File: config.mk
export PLATFORM = sky130hd
export DESIGN_NAME = cpu_control_fsm_flat
export DESIGN_NICKNAME = d
export VERILOG_FILES = /design/src/rtl/cpu_pkg.sv /design/src/rtl/cpu_control_fsm_if.sv /design/src/rtl/cpu_decode.sv /design/src/rtl/cpu_control_fsm.sv /design/src/flat_wrapper.sv
export SDC_FILE = /design/constraint.sdc
export NUM_CORES = 1
export LEC_CHECK = 0
export ABC_AREA = 1
export BUFFER_PORTS_ARGS = -buffer_cell sky130_fd_sc_hd__clkbuf_2
export CORE_UTILIZATION = 48
export DETAILED_ROUTE_END_ITERATION = 8
export PLACE_DENSITY = 0.79
export SYNTH_ARGS = -nofsm -noshare
export SYNTH_HDL_FRONTEND = slang
export SYNTH_SLANG_ARGS = --single-unit
File: constraint.sdc
create_clock -name clk -period 2.85 [get_ports clk]
set_input_delay 0.1425 -clock clk [delete_from_list [all_inputs] [get_ports clk]]
set_output_delay 0.1425 -clock clk [all_outputs]
set_load 0.05 [all_outputs]
File: src/rtl/cpu_pkg.sv
// Shared definitions for the multi-cycle CPU controller: instruction field codes,
// ALU function codes, branch condition codes, FSM state and write-back encodings,
// the decoded control word, and small decode helpers.
package cpu_pkg;

  // Major opcodes (IR[15:12]); immediate ALU forms reuse the ALU ext code as opcode.
  localparam logic [3:0] OpRegAlu = 4'b0000;
  localparam logic [3:0] OpLdSt   = 4'b0100;
  localparam logic [3:0] OpBcond  = 4'b1100;

  // ALU ext codes (IR[7:4] for register forms, IR[15:12] for immediate forms).
  localparam logic [3:0] ExtAnd = 4'b0001;
  localparam logic [3:0] ExtOr  = 4'b0010;
  localparam logic [3:0] ExtXor = 4'b0011;
  localparam logic [3:0] ExtAdd = 4'b0101;
  localparam logic [3:0] ExtSub = 4'b1001;
  localparam logic [3:0] ExtCmp = 4'b1011;
  localparam logic [3:0] ExtMov = 4'b1101;

  // Memory ext codes under OpLdSt.
  localparam logic [3:0] ExtLoad = 4'b0000;
  localparam logic [3:0] ExtStor = 4'b0100;

  // Branch conditions (Rdest field of a Bcond).
  localparam logic [3:0] CondEq = 4'b0000;
  localparam logic [3:0] CondNe = 4'b0001;
  localparam logic [3:0] CondLt = 4'b1100;
  localparam logic [3:0] CondAl = 4'b1110;

  typedef enum logic [3:0] {
    AluAdd = 4'd0,
    AluSub = 4'd1,
    AluAnd = 4'd2,
    AluOr  = 4'd3,
    AluXor = 4'd4,
    AluMov = 4'd5
  } alu_op_e;

  typedef enum logic [2:0] {
    StFetch  = 3'd0,
    StDecode = 3'd1,
    StExec   = 3'd2,
    StMemwb  = 3'd3
  } state_e;

  typedef enum logic [1:0] {
    WbAlu = 2'b00,
    WbMem = 2'b01,
    WbImm = 2'b10
  } wb_sel_e;

  typedef struct packed {
    logic    rf_en;
    logic    mem_we;
    logic    mem_addr_sel;
    logic    flags_en;
    logic    alu_src_imm;
    wb_sel_e wb_sel;
    alu_op_e alu_op;
    logic    to_memwb;  // EXEC continues into MEMWB instead of retiring
    logic    br_taken;  // EXEC retires to pc + imm instead of pc + 1
  } ctrl_t;

  function automatic logic is_alu_code(logic [3:0] code);
    return code inside {ExtAnd, ExtOr, ExtXor, ExtAdd, ExtSub, ExtCmp, ExtMov};
  endfunction

  // CMP is a subtract whose result is discarded.
  function automatic alu_op_e alu_op_of(logic [3:0] code);
    case (code)
      ExtSub, ExtCmp: return AluSub;
      ExtAnd:         return AluAnd;
      ExtOr:          return AluOr;
      ExtXor:         return AluXor;
      ExtMov:         return AluMov;
      default:        return AluAdd;
    endcase
  endfunction

  // Unlisted condition codes are never taken.
  function automatic logic cond_met(logic [3:0] cond, logic z, logic n);
    case (cond)
      CondEq:  return z;
      CondNe:  return !z;
      CondLt:  return n;
      CondAl:  return 1'b1;
      default: return 1'b0;
    endcase
  endfunction

endpackage

File: src/rtl/cpu_control_fsm_if.sv
// Controller-side bus of the CPU: memory/flag inputs to the controller and the
// register-file, ALU and memory control outputs it drives.
//  master: the controller (drives pc and all controls, reads mem_rdata and flags)
//  slave : the datapath/environment side
interface cpu_control_fsm_if #(
  parameter int unsigned ADDR_W = 16
);
  logic [15:0]       mem_rdata;
  logic              flag_z;
  logic              flag_n;
  logic [ADDR_W-1:0] pc;
  logic              mem_addr_sel;
  logic              mem_we;
  logic              rf_en;
  logic [3:0]        rf_rw_addr;
  logic [3:0]        rf_rd_addr;
  logic [1:0]        wb_sel;
  logic [3:0]        alu_op;
  logic              alu_src_imm;
  logic [15:0]       imm;
  logic              flags_en;
  logic [2:0]        state;

  modport master (
    input  mem_rdata, flag_z, flag_n,
    output pc, mem_addr_sel, mem_we, rf_en, rf_rw_addr, rf_rd_addr, wb_sel, alu_op,
           alu_src_imm, imm, flags_en, state
  );

  modport slave (
    output mem_rdata, flag_z, flag_n,
    input  pc, mem_addr_sel, mem_we, rf_en, rf_rw_addr, rf_rd_addr, wb_sel, alu_op,
           alu_src_imm, imm, flags_en, state
  );
endinterface

File: src/rtl/cpu_decode.sv
// Combinational instruction decoder: turns the current state and IR into the
// control word for this cycle. Strobes are only ever raised in EXEC/MEMWB.
//  state_i  : current controller state
//  ir_i     : instruction register
//  flag_z_i : zero flag, consulted only by branches in EXEC
//  flag_n_i : negative flag, consulted only by branches in EXEC
//  ctrl_o   : decoded control word
//  imm_o    : sign-extended IR[7:0]
module cpu_decode
  import cpu_pkg::*;
(
  input  state_e      state_i,
  input  logic [15:0] ir_i,
  input  logic        flag_z_i,
  input  logic        flag_n_i,
  output ctrl_t       ctrl_o,
  output logic [15:0] imm_o
);

  logic [3:0] op;
  logic [3:0] ext;
  logic [3:0] cond;
  logic [3:0] alu_code;
  logic       reg_alu;
  logic       imm_alu;

  assign op    = ir_i[15:12];
  assign cond  = ir_i[11:8];
  assign ext   = ir_i[7:4];
  assign imm_o = {{8{ir_i[7]}}, ir_i[7:0]};

  assign reg_alu  = (op == OpRegAlu) && is_alu_code(ext);
  assign imm_alu  = (op != OpRegAlu) && is_alu_code(op);
  assign alu_code = reg_alu ? ext : op;

  always_comb begin
    ctrl_o        = '0;
    ctrl_o.wb_sel = WbAlu;
    ctrl_o.alu_op = AluAdd;
    case (state_i)
      StExec: begin
        if (reg_alu || imm_alu) begin
          ctrl_o.rf_en       = (alu_code != ExtCmp);
          ctrl_o.flags_en    = alu_code inside {ExtAdd, ExtSub, ExtCmp};
          ctrl_o.alu_src_imm = imm_alu;
          ctrl_o.alu_op      = alu_op_of(alu_code);
          if (imm_alu && (alu_code == ExtMov)) ctrl_o.wb_sel = WbImm;
        end else if ((op == OpLdSt) && (ext == ExtLoad)) begin
          ctrl_o.mem_addr_sel = 1'b1;
          ctrl_o.to_memwb     = 1'b1;
        end else if ((op == OpLdSt) && (ext == ExtStor)) begin
          ctrl_o.mem_addr_sel = 1'b1;
          ctrl_o.mem_we       = 1'b1;
        end else if (op == OpBcond) begin
          ctrl_o.br_taken = cond_met(cond, flag_z_i, flag_n_i);
        end
        // Anything else falls through as a NOP and simply advances pc.
      end
      StMemwb: begin
        ctrl_o.rf_en  = 1'b1;
        ctrl_o.wb_sel = WbMem;
      end
      default: ;
    endcase
  end

endmodule

File: src/rtl/cpu_control_fsm.sv
// Multi-cycle fetch/decode/execute controller. Holds state, pc and IR; all
// control outputs are decoded combinationally from state + IR by cpu_decode.
//  clk   : rising-edge clock
//  Reset : asynchronous active-high reset (state FETCH, pc RESET_PC, IR 0)
//  bus   : controller bus (master modport) carrying memory/flag inputs and
//          pc, register-file, ALU and memory controls
module cpu_control_fsm
  import cpu_pkg::*;
#(
  parameter int unsigned       ADDR_W   = 16,
  parameter logic [ADDR_W-1:0] RESET_PC = '0
) (
  input logic                clk,
  input logic                Reset,
  cpu_control_fsm_if.master  bus
);

  state_e            state_q;
  logic [ADDR_W-1:0] pc_q;
  logic [15:0]       ir_q;
  ctrl_t             ctrl;
  logic [15:0]       imm;
  logic [ADDR_W-1:0] pc_inc;
  logic [ADDR_W-1:0] pc_br;

  cpu_decode u_decode (
    .state_i  (state_q),
    .ir_i     (ir_q),
    .flag_z_i (bus.flag_z),
    .flag_n_i (bus.flag_n),
    .ctrl_o   (ctrl),
    .imm_o    (imm)
  );

  // Both wrap modulo 2^ADDR_W.
  assign pc_inc = pc_q + ADDR_W'(1);
  assign pc_br  = pc_q + ADDR_W'($signed(imm));

  always_ff @(posedge clk or posedge Reset) begin
    if (Reset) begin
      state_q <= StFetch;
      pc_q    <= RESET_PC;
      ir_q    <= '0;
    end else begin
      case (state_q)
        StFetch: state_q <= StDecode;
        StDecode: begin
          ir_q    <= bus.mem_rdata;
          state_q <= StExec;
        end
        StExec: begin
          if (ctrl.to_memwb) begin
            state_q <= StMemwb;
          end else begin
            pc_q    <= ctrl.br_taken ? pc_br : pc_inc;
            state_q <= StFetch;
          end
        end
        StMemwb: begin
          pc_q    <= pc_inc;
          state_q <= StFetch;
        end
        default: state_q <= StFetch;
      endcase
    end
  end

  assign bus.pc           = pc_q;
  assign bus.state        = state_q;
  assign bus.mem_addr_sel = ctrl.mem_addr_sel;
  assign bus.mem_we       = ctrl.mem_we;
  assign bus.rf_en        = ctrl.rf_en;
  assign bus.flags_en     = ctrl.flags_en;
  assign bus.alu_src_imm  = ctrl.alu_src_imm;
  assign bus.wb_sel       = ctrl.wb_sel;
  assign bus.alu_op       = ctrl.alu_op;
  assign bus.rf_rw_addr   = ir_q[11:8];
  assign bus.rf_rd_addr   = ir_q[3:0];
  assign bus.imm          = imm;

endmodule

File: src/flat_wrapper.sv
// flat-port wrapper written by rule: the top's interface ports become plain ports
module cpu_control_fsm_flat import cpu_pkg::*;
#(
  parameter int unsigned       ADDR_W   = 16,
  parameter logic [ADDR_W-1:0] RESET_PC = '0
)
  (clk, Reset, bus_mem_rdata, bus_flag_z, bus_flag_n, bus_pc, bus_mem_addr_sel, bus_mem_we, bus_rf_en, bus_rf_rw_addr, bus_rf_rd_addr, bus_wb_sel, bus_alu_op, bus_alu_src_imm, bus_imm, bus_flags_en, bus_state);
  cpu_control_fsm_if #(.ADDR_W(ADDR_W)) bus_i ();
  input logic clk;
  input logic Reset;
  input wire logic [$bits(bus_i.mem_rdata)-1:0] bus_mem_rdata;
  input wire logic [$bits(bus_i.flag_z)-1:0] bus_flag_z;
  input wire logic [$bits(bus_i.flag_n)-1:0] bus_flag_n;
  output wire logic [$bits(bus_i.pc)-1:0] bus_pc;
  output wire logic [$bits(bus_i.mem_addr_sel)-1:0] bus_mem_addr_sel;
  output wire logic [$bits(bus_i.mem_we)-1:0] bus_mem_we;
  output wire logic [$bits(bus_i.rf_en)-1:0] bus_rf_en;
  output wire logic [$bits(bus_i.rf_rw_addr)-1:0] bus_rf_rw_addr;
  output wire logic [$bits(bus_i.rf_rd_addr)-1:0] bus_rf_rd_addr;
  output wire logic [$bits(bus_i.wb_sel)-1:0] bus_wb_sel;
  output wire logic [$bits(bus_i.alu_op)-1:0] bus_alu_op;
  output wire logic [$bits(bus_i.alu_src_imm)-1:0] bus_alu_src_imm;
  output wire logic [$bits(bus_i.imm)-1:0] bus_imm;
  output wire logic [$bits(bus_i.flags_en)-1:0] bus_flags_en;
  output wire logic [$bits(bus_i.state)-1:0] bus_state;
  assign bus_i.mem_rdata = bus_mem_rdata;
  assign bus_i.flag_z = bus_flag_z;
  assign bus_i.flag_n = bus_flag_n;
  assign bus_pc = bus_i.pc;
  assign bus_mem_addr_sel = bus_i.mem_addr_sel;
  assign bus_mem_we = bus_i.mem_we;
  assign bus_rf_en = bus_i.rf_en;
  assign bus_rf_rw_addr = bus_i.rf_rw_addr;
  assign bus_rf_rd_addr = bus_i.rf_rd_addr;
  assign bus_wb_sel = bus_i.wb_sel;
  assign bus_alu_op = bus_i.alu_op;
  assign bus_alu_src_imm = bus_i.alu_src_imm;
  assign bus_imm = bus_i.imm;
  assign bus_flags_en = bus_i.flags_en;
  assign bus_state = bus_i.state;
  cpu_control_fsm #(.ADDR_W(ADDR_W), .RESET_PC(RESET_PC)) u_core (.clk(clk), .Reset(Reset), .bus(bus_i));
endmodule
* Word level (Yosys, flattened, before mapping)
Index checks and enable logic that the tools add are counted.
Word-level totals: register bits 35, output and inout bits 54
Cells by class: add/subtract/negate cells 2, equality and inequality tests 32, muxes and demuxes 24, reductions and logical operators 18
Operator list (number):
- $eq A4 B4 Y1 const B | 12
- $mux W16 | 2
- $pmux W16 S2 | 1
- $eq A4 B2 Y1 const B | 6
- $eq A4 B3 Y1 const B | 5
- $add A16 B1 Y16 const B | 1
- $add A16 B16 Y16 | 1
- $eq A4 B1 Y1 const B | 4
- $pmux W3 S5 | 1
- $reduce_bool A7 Y1 | 2
- $logic_not A4 Y1 | 3
- $mux W2 | 5
- $pmux W3 S3 | 1
- $mux W4 | 2
- $mux W8 | 1
- $mux W1 | 7
- $eq A3 B2 Y1 const B | 2
- $mux W6 | 1
- $logic_and A1 B1 Y1 | 5
- $ne A4 B4 Y1 const B | 1
- $pmux W1 S4 | 1
- $pmux W2 S2 | 1
- $reduce_bool A4 Y1 | 1
- $eq A3 B1 Y1 const B | 1
- 9 further kinds | 9

* Logic depth before layout (Yosys ltp)
depth after elaboration 12, gate-level depth with buffers 13

* Modules after synthesis
Synthesis repeated with hierarchy kept, for this count alone.
Unflattened totals: cells, all modules 496, area total of the unflattened synthesis 3342.0 µm²
By module, submodules not included:
- cpu_control_fsm | instances 1, cells each 397, area an instance 2762.6 µm², seq. area each 850.8 µm²
- cpu_decode | instances 1, cells each 99, area an instance 579.3 µm², seq. area each 0.0 µm²

* Least setup slack after synthesis
Ideal clock, no wire load.
path type register to output, start point register u_core.ir_q[7], end point output bus_wb_sel[1], data arrival time 2437 ps, path slack 270 ps, stages on the path, launching flop included 10, buffers on the path 0, cell sequence dfrtp_1 -> nand2_1 -> nand3_1 -> nor2_1 -> nand2_1 -> nand2_1 -> inv_1 -> nor2_1 -> nand2_1 -> nor3_1
Between the ends: longest elaborated chain between the ends 9, elaborated cells on any way between the ends 16, those cells by class 8 x eq/ne; 4 x mux; 4 x reduce/logical
RTL lines:
- start: declaration | RTL line cpu_control_fsm.sv:20 | logic [15:0] ir_q;
- start signal: assignment | RTL line cpu_control_fsm.sv:48 | ir_q <= bus.mem_rdata;
- $eq A4 B1 Y1, or another cell as far along | RTL line cpu_pkg.sv:65 | return code inside {ExtAnd, ExtOr, ExtXor, ExtAdd, ExtSub, ExtCmp, ExtMov};
- $reduce_bool A7 Y1 | RTL line cpu_pkg.sv:65
- $logic_and A1 B1 Y1 | RTL line cpu_decode.sv:32 | assign reg_alu = (op == OpRegAlu) && is_alu_code(ext);
- $mux W4 | RTL line cpu_decode.sv:34 | assign alu_code = reg_alu ? ext : op;
- $eq A4 B4 Y1 | RTL line cpu_decode.sv:47 | if (imm_alu && (alu_code == ExtMov)) ctrl_o.wb_sel = WbImm;
- $logic_and A1 B1 Y1 | RTL line cpu_decode.sv:47
- $mux W2 | RTL line cpu_decode.sv:47
- $mux W8 * | RTL line cpu_decode.sv:42 | if (reg_alu || imm_alu) begin
- $pmux W2 S2 * | RTL line cpu_decode.sv:40 | case (state_i)
- end: declaration | RTL line flat_wrapper.sv:20 | output wire logic [$bits(bus_i.wb_sel)-1:0] bus_wb_sel;
Every way passes the cells marked *; elsewhere a longest branch is shown, timed or not.

* Worst setup path after layout
start point register u_core.ir_q[7], end point output bus_alu_op[1]
Between the ends: longest elaborated chain between the ends 9, elaborated cells on any way between the ends 21, those cells by class 13 x eq/ne; 4 x mux; 4 x reduce/logical
RTL lines:
- $eq A4 B1 Y1, or another cell as far along | RTL line cpu_pkg.sv:65
- $reduce_bool A7 Y1 | RTL line cpu_pkg.sv:65
- $logic_and A1 B1 Y1 | RTL line cpu_decode.sv:32
- $mux W4 | RTL line cpu_decode.sv:34
- $eq A4 B4 Y1 | RTL line cpu_pkg.sv:70 | case (code)
- $reduce_or A2 Y1 | RTL line cpu_pkg.sv:70
- $pmux W3 S5 | RTL line cpu_pkg.sv:70
- $mux W8 * | RTL line cpu_decode.sv:42
- $mux W6 * | RTL line cpu_decode.sv:40
- end: declaration | RTL line flat_wrapper.sv:21 | output wire logic [$bits(bus_i.alu_op)-1:0] bus_alu_op;
Marks and branches as above.

==> reports/qor.txt <==
================================================================================
Remaining DRCs                                                                 1
Main combinational cell family by area after synthesis              simple AND/OR/NAND/NOR gates
Startpoint of the lowest-slack hold path                            bus_mem_rdata[2]
Number of antenna violations at the first check in global routing              0
Die area                                                               7180 um^2
Row count                                                                     29
Layout net count                                                             597
Clock Sinks                                                                   34
Wire length of the first global-routing pass                            14400 um
Mux contribution to synthesized area                                       2.06%
Adder and majority gate portion of the synthesized area                    6.70%
Setup Crit Path Kind                                                     reg2out
Peak Freq                                                                386 MHz
Number of antenna repair diodes                                                0
Classification of the worst-slack hold path                               in2reg
Total length of routed wires                                             8470 um
Max-cap violations                                                             0
Ports                                                                         74
WP depth                                                                       9
Sum of negative setup slack                                                 0 ps
Remaining max-slew budget at the tightest pin                              42.7%
Count of vias placed by the detailed router                                 3427
Number of global-route vias before repair                                   3123
Setup slack of the worst register-to-register path                        700 ps
Core Footprint                                                         6490 um^2
Fraction of final layout cells with drive strength greater than 1          18.2%
Cell Area, Synth                                                       3290 um^2
Most prevalent standard cell on the critical path                        nand2_1
Hold EP                                                             u_core.ir_q[2]
Worst R2R Start                                                     u_core.ir_q[7]
H-tree levels                                                                  2
Transition at the pin with the smallest max-transition slack              858 ps
Pin count of the biggest net entering global routing                          35
Crit share post-route                                                      90.8%
Synth-to-layout area growth                                                11.0%
Initial cell density of the core                                           50.6%
Largest stage delay on the critical path                                  800 ps
Status                                                              finished, violations left
Required arrival time at the worst endpoint                              2710 ps
Register bit count reported by yosys                                          34
Worst path buffer plus inverter count                                          1
HPWL Detailed                                                            6620 um
Die height                                                               84.7 um
Synthesized-area fraction occupied by ao, oa, aoi and oai cells            8.11%
Iteration count of the initial detailed-routing pass                           7
Arr. time, crit path                                                     2450 ps
Antenna-violating nets left                                                    0
Worst-case clock buffer depth                                                  2
FF-to-FF End                                                        u_core.bus.pc[13]
Proportion of netlist area held by the largest area contributor            25.9%
Latest clock arrival within the worst-skew pair                           300 ps
Routability congestion estimate                                            0.951
Gr usage total                                                             25.3%
Setup Viol. Count Final                                                        0
Warnings, synthesis                                                            0
Post-CTS setup buffers                                                         0
Instance count along the most critical hold path                               2
Distinct cells, synth                                                         37
Time the worst path needs with I/O delays and setup                      2590 ps
RSZ-0062 raised after global routing                                          no
Synth Area in Simple Gates                                                 37.5%
Clock root buffer master                                                clkbuf_8
Syn Inst Count                                                               509
Residual overflow from global routing                                          0
I/O Buffers                                                                   71
Number of failing hold endpoints at the final stage                            0
Chain of cells forming the critical path                            nand2_1 -> nand3_1 -> nor2_1 -> nand2_1 -> nand2_1 -> nor2_1 -> nand3_1 -> a21oi_1 -> clkbuf_2
First DRT Iteration DRCs                                                     230
Category of the worst setup path capture point                       output port
Max-slew violation count                                                       0
Violated checks                                                     design-rule violations
Cell family with the largest share of critical-path delay           simple AND/OR/NAND/NOR gates
Critical path startpoint category                                      flip-flop
CTS tree                                                                    done
Via-to-Cell Ratio                                                           5.37
Clock-pin slew on the worst setup and hold paths                           80 ps
FF-to-FF path depth                                                           11
Combined flip-flop and latch cell area                                  851 um^2
Die extent in x                                                          84.7 um
Synthesized area divided by synthesized cell count                     6.46 um^2
Multi-input gate area in the final layout                              1910 um^2
Number of inserted filler cells in the final layout                          639
Share of the synthesized netlist area taken by xor and xnor gates          3.47%
Sequential-to-total area share from yosys stat                             25.9%
Number of CTS-inserted buffers                                                 5
Largest fanout of any net on the critical path                                22
Slowest library cell on the worst path                                   dfrtp_1
Post-route clock skew                                                    9.32 ps
Post-detailed-route wirelength per cell                                  13.3 um
Biggest area consumer among synthesized cells                            dfrtp_1
Top post-synthesis cells by area                                    dfrtp_1 (26%), nand2_1 (17%), inv_1 (8.5%)
================================================================================
[flip-flops by register name, summed over array words and instances (netlist names)]
| signal | flops |
|---|---|
| u_core.bus.pc | 16 |
| u_core.ir_q | 16 |
| u_core.bus.state | 2 |
[through the flow]
| step | area (um^2) | cells | util, % | hold slack (ps) | setup slack, ps |
|---|---|---|---|---|---|
| 4_1_cts | 3650 | 638 | 56.1 | 66.4 | 302 |
| 6_report | 3650 | 638 | 56.1 | 72.6 | 261 |
| 2_1_floorplan | 3290 | 510 | - | 284 | 270 |
| 3_3_place_gp | 3520 | 629 | 54.2 | 240 | 731 |
| 5_1_grt | 3650 | 638 | 56.1 | 64.1 | 24.3 |
| 3_5_place_dp | 3520 | 629 | 54.2 | 251 | 626 |
[cell type report]
type                       count  area share, %
clock buffer                   5           1.89
timing repair buffer          74           10.4
sequential                    34           23.3
inverter                      78           8.10
clock inverter                 3           1.24
tap                           77           2.64
multi-input combinational    367           52.4
[cell usage in the layout (no fill, tap or decap), types with 2 or more instances in the layout]
master	instances
clkinvlp_4	2
clkbuf_8	5
inv_2	3
xnor2_1	5
nand4_1	9
conb_1	2
o21ai_1	5
buf_4	2
o21ai_2	2
nand2_1	151
nor2_4	2
ha_1	16
nor2_1	42
nor3_1	15
dfrtp_1	34
nand3_1	53
inv_1	74
nand3_2	2
o211ai_1	2
xor2_1	8
mux2_2	6
clkbuf_2	71
a21oi_1	26
o21ai_0	10
[worst max-delay path by stage]
stage                     to      startpoint  slack [ps]
2_1_floorplan  bus_wb_sel[1]  u_core.ir_q[7]         270
3_3_place_gp   bus_alu_op[0]  u_core.ir_q[7]         730
3_5_place_dp   bus_alu_op[1]  u_core.ir_q[7]         630
4_1_cts        bus_alu_op[1]  u_core.ir_q[7]         300
5_1_grt        bus_alu_op[0]  u_core.ir_q[7]          20
6_report       bus_alu_op[1]  u_core.ir_q[7]         260
[synth_stat cells, drive strengths merged]
library cell / n
fa: 1
mux2: 6
nand2: 151
and2: 1
o211ai: 3
nand2b: 1
inv: 78
and3: 1
nand3b: 1
nand4: 10
buf: 29
o21ai: 18
nor2: 45
nor2b: 1
clkbuf: 2
dfrtp: 34
conb: 1
ha: 16
nor3: 16
xnor2: 5
a21oi: 26
nand3: 55
xor2: 8
[per-layer routing]
layer	part of all wire [%]	vias up	GRT usage (%)
li1	-	1700	-
met1	42	1552	33.0
met2	48	151	43.2
met3	7.0	24	3.05
met4	2.4	0	9.09
met5	0	-	0
[kinds of logic (layout without fill, tap and decap cells)]
logic type      Yosys count  in the layout
simple gates            282            282
buf+inv                 109            160
compound gates           47             47
flops                    34             34
fa+ha+maj                17             17
xor+xnor                 13             13
mux                       6              6
other cells               1              2
[repair_timing]
item,in CTS,in global routing
endpoints found under the hold margin,34,0
gates resized for setup,0,0
hold buffers,1,0
Power is not shown: default switching activity piles up to over one toggle a cycle in this logic, so the estimate is an artifact.
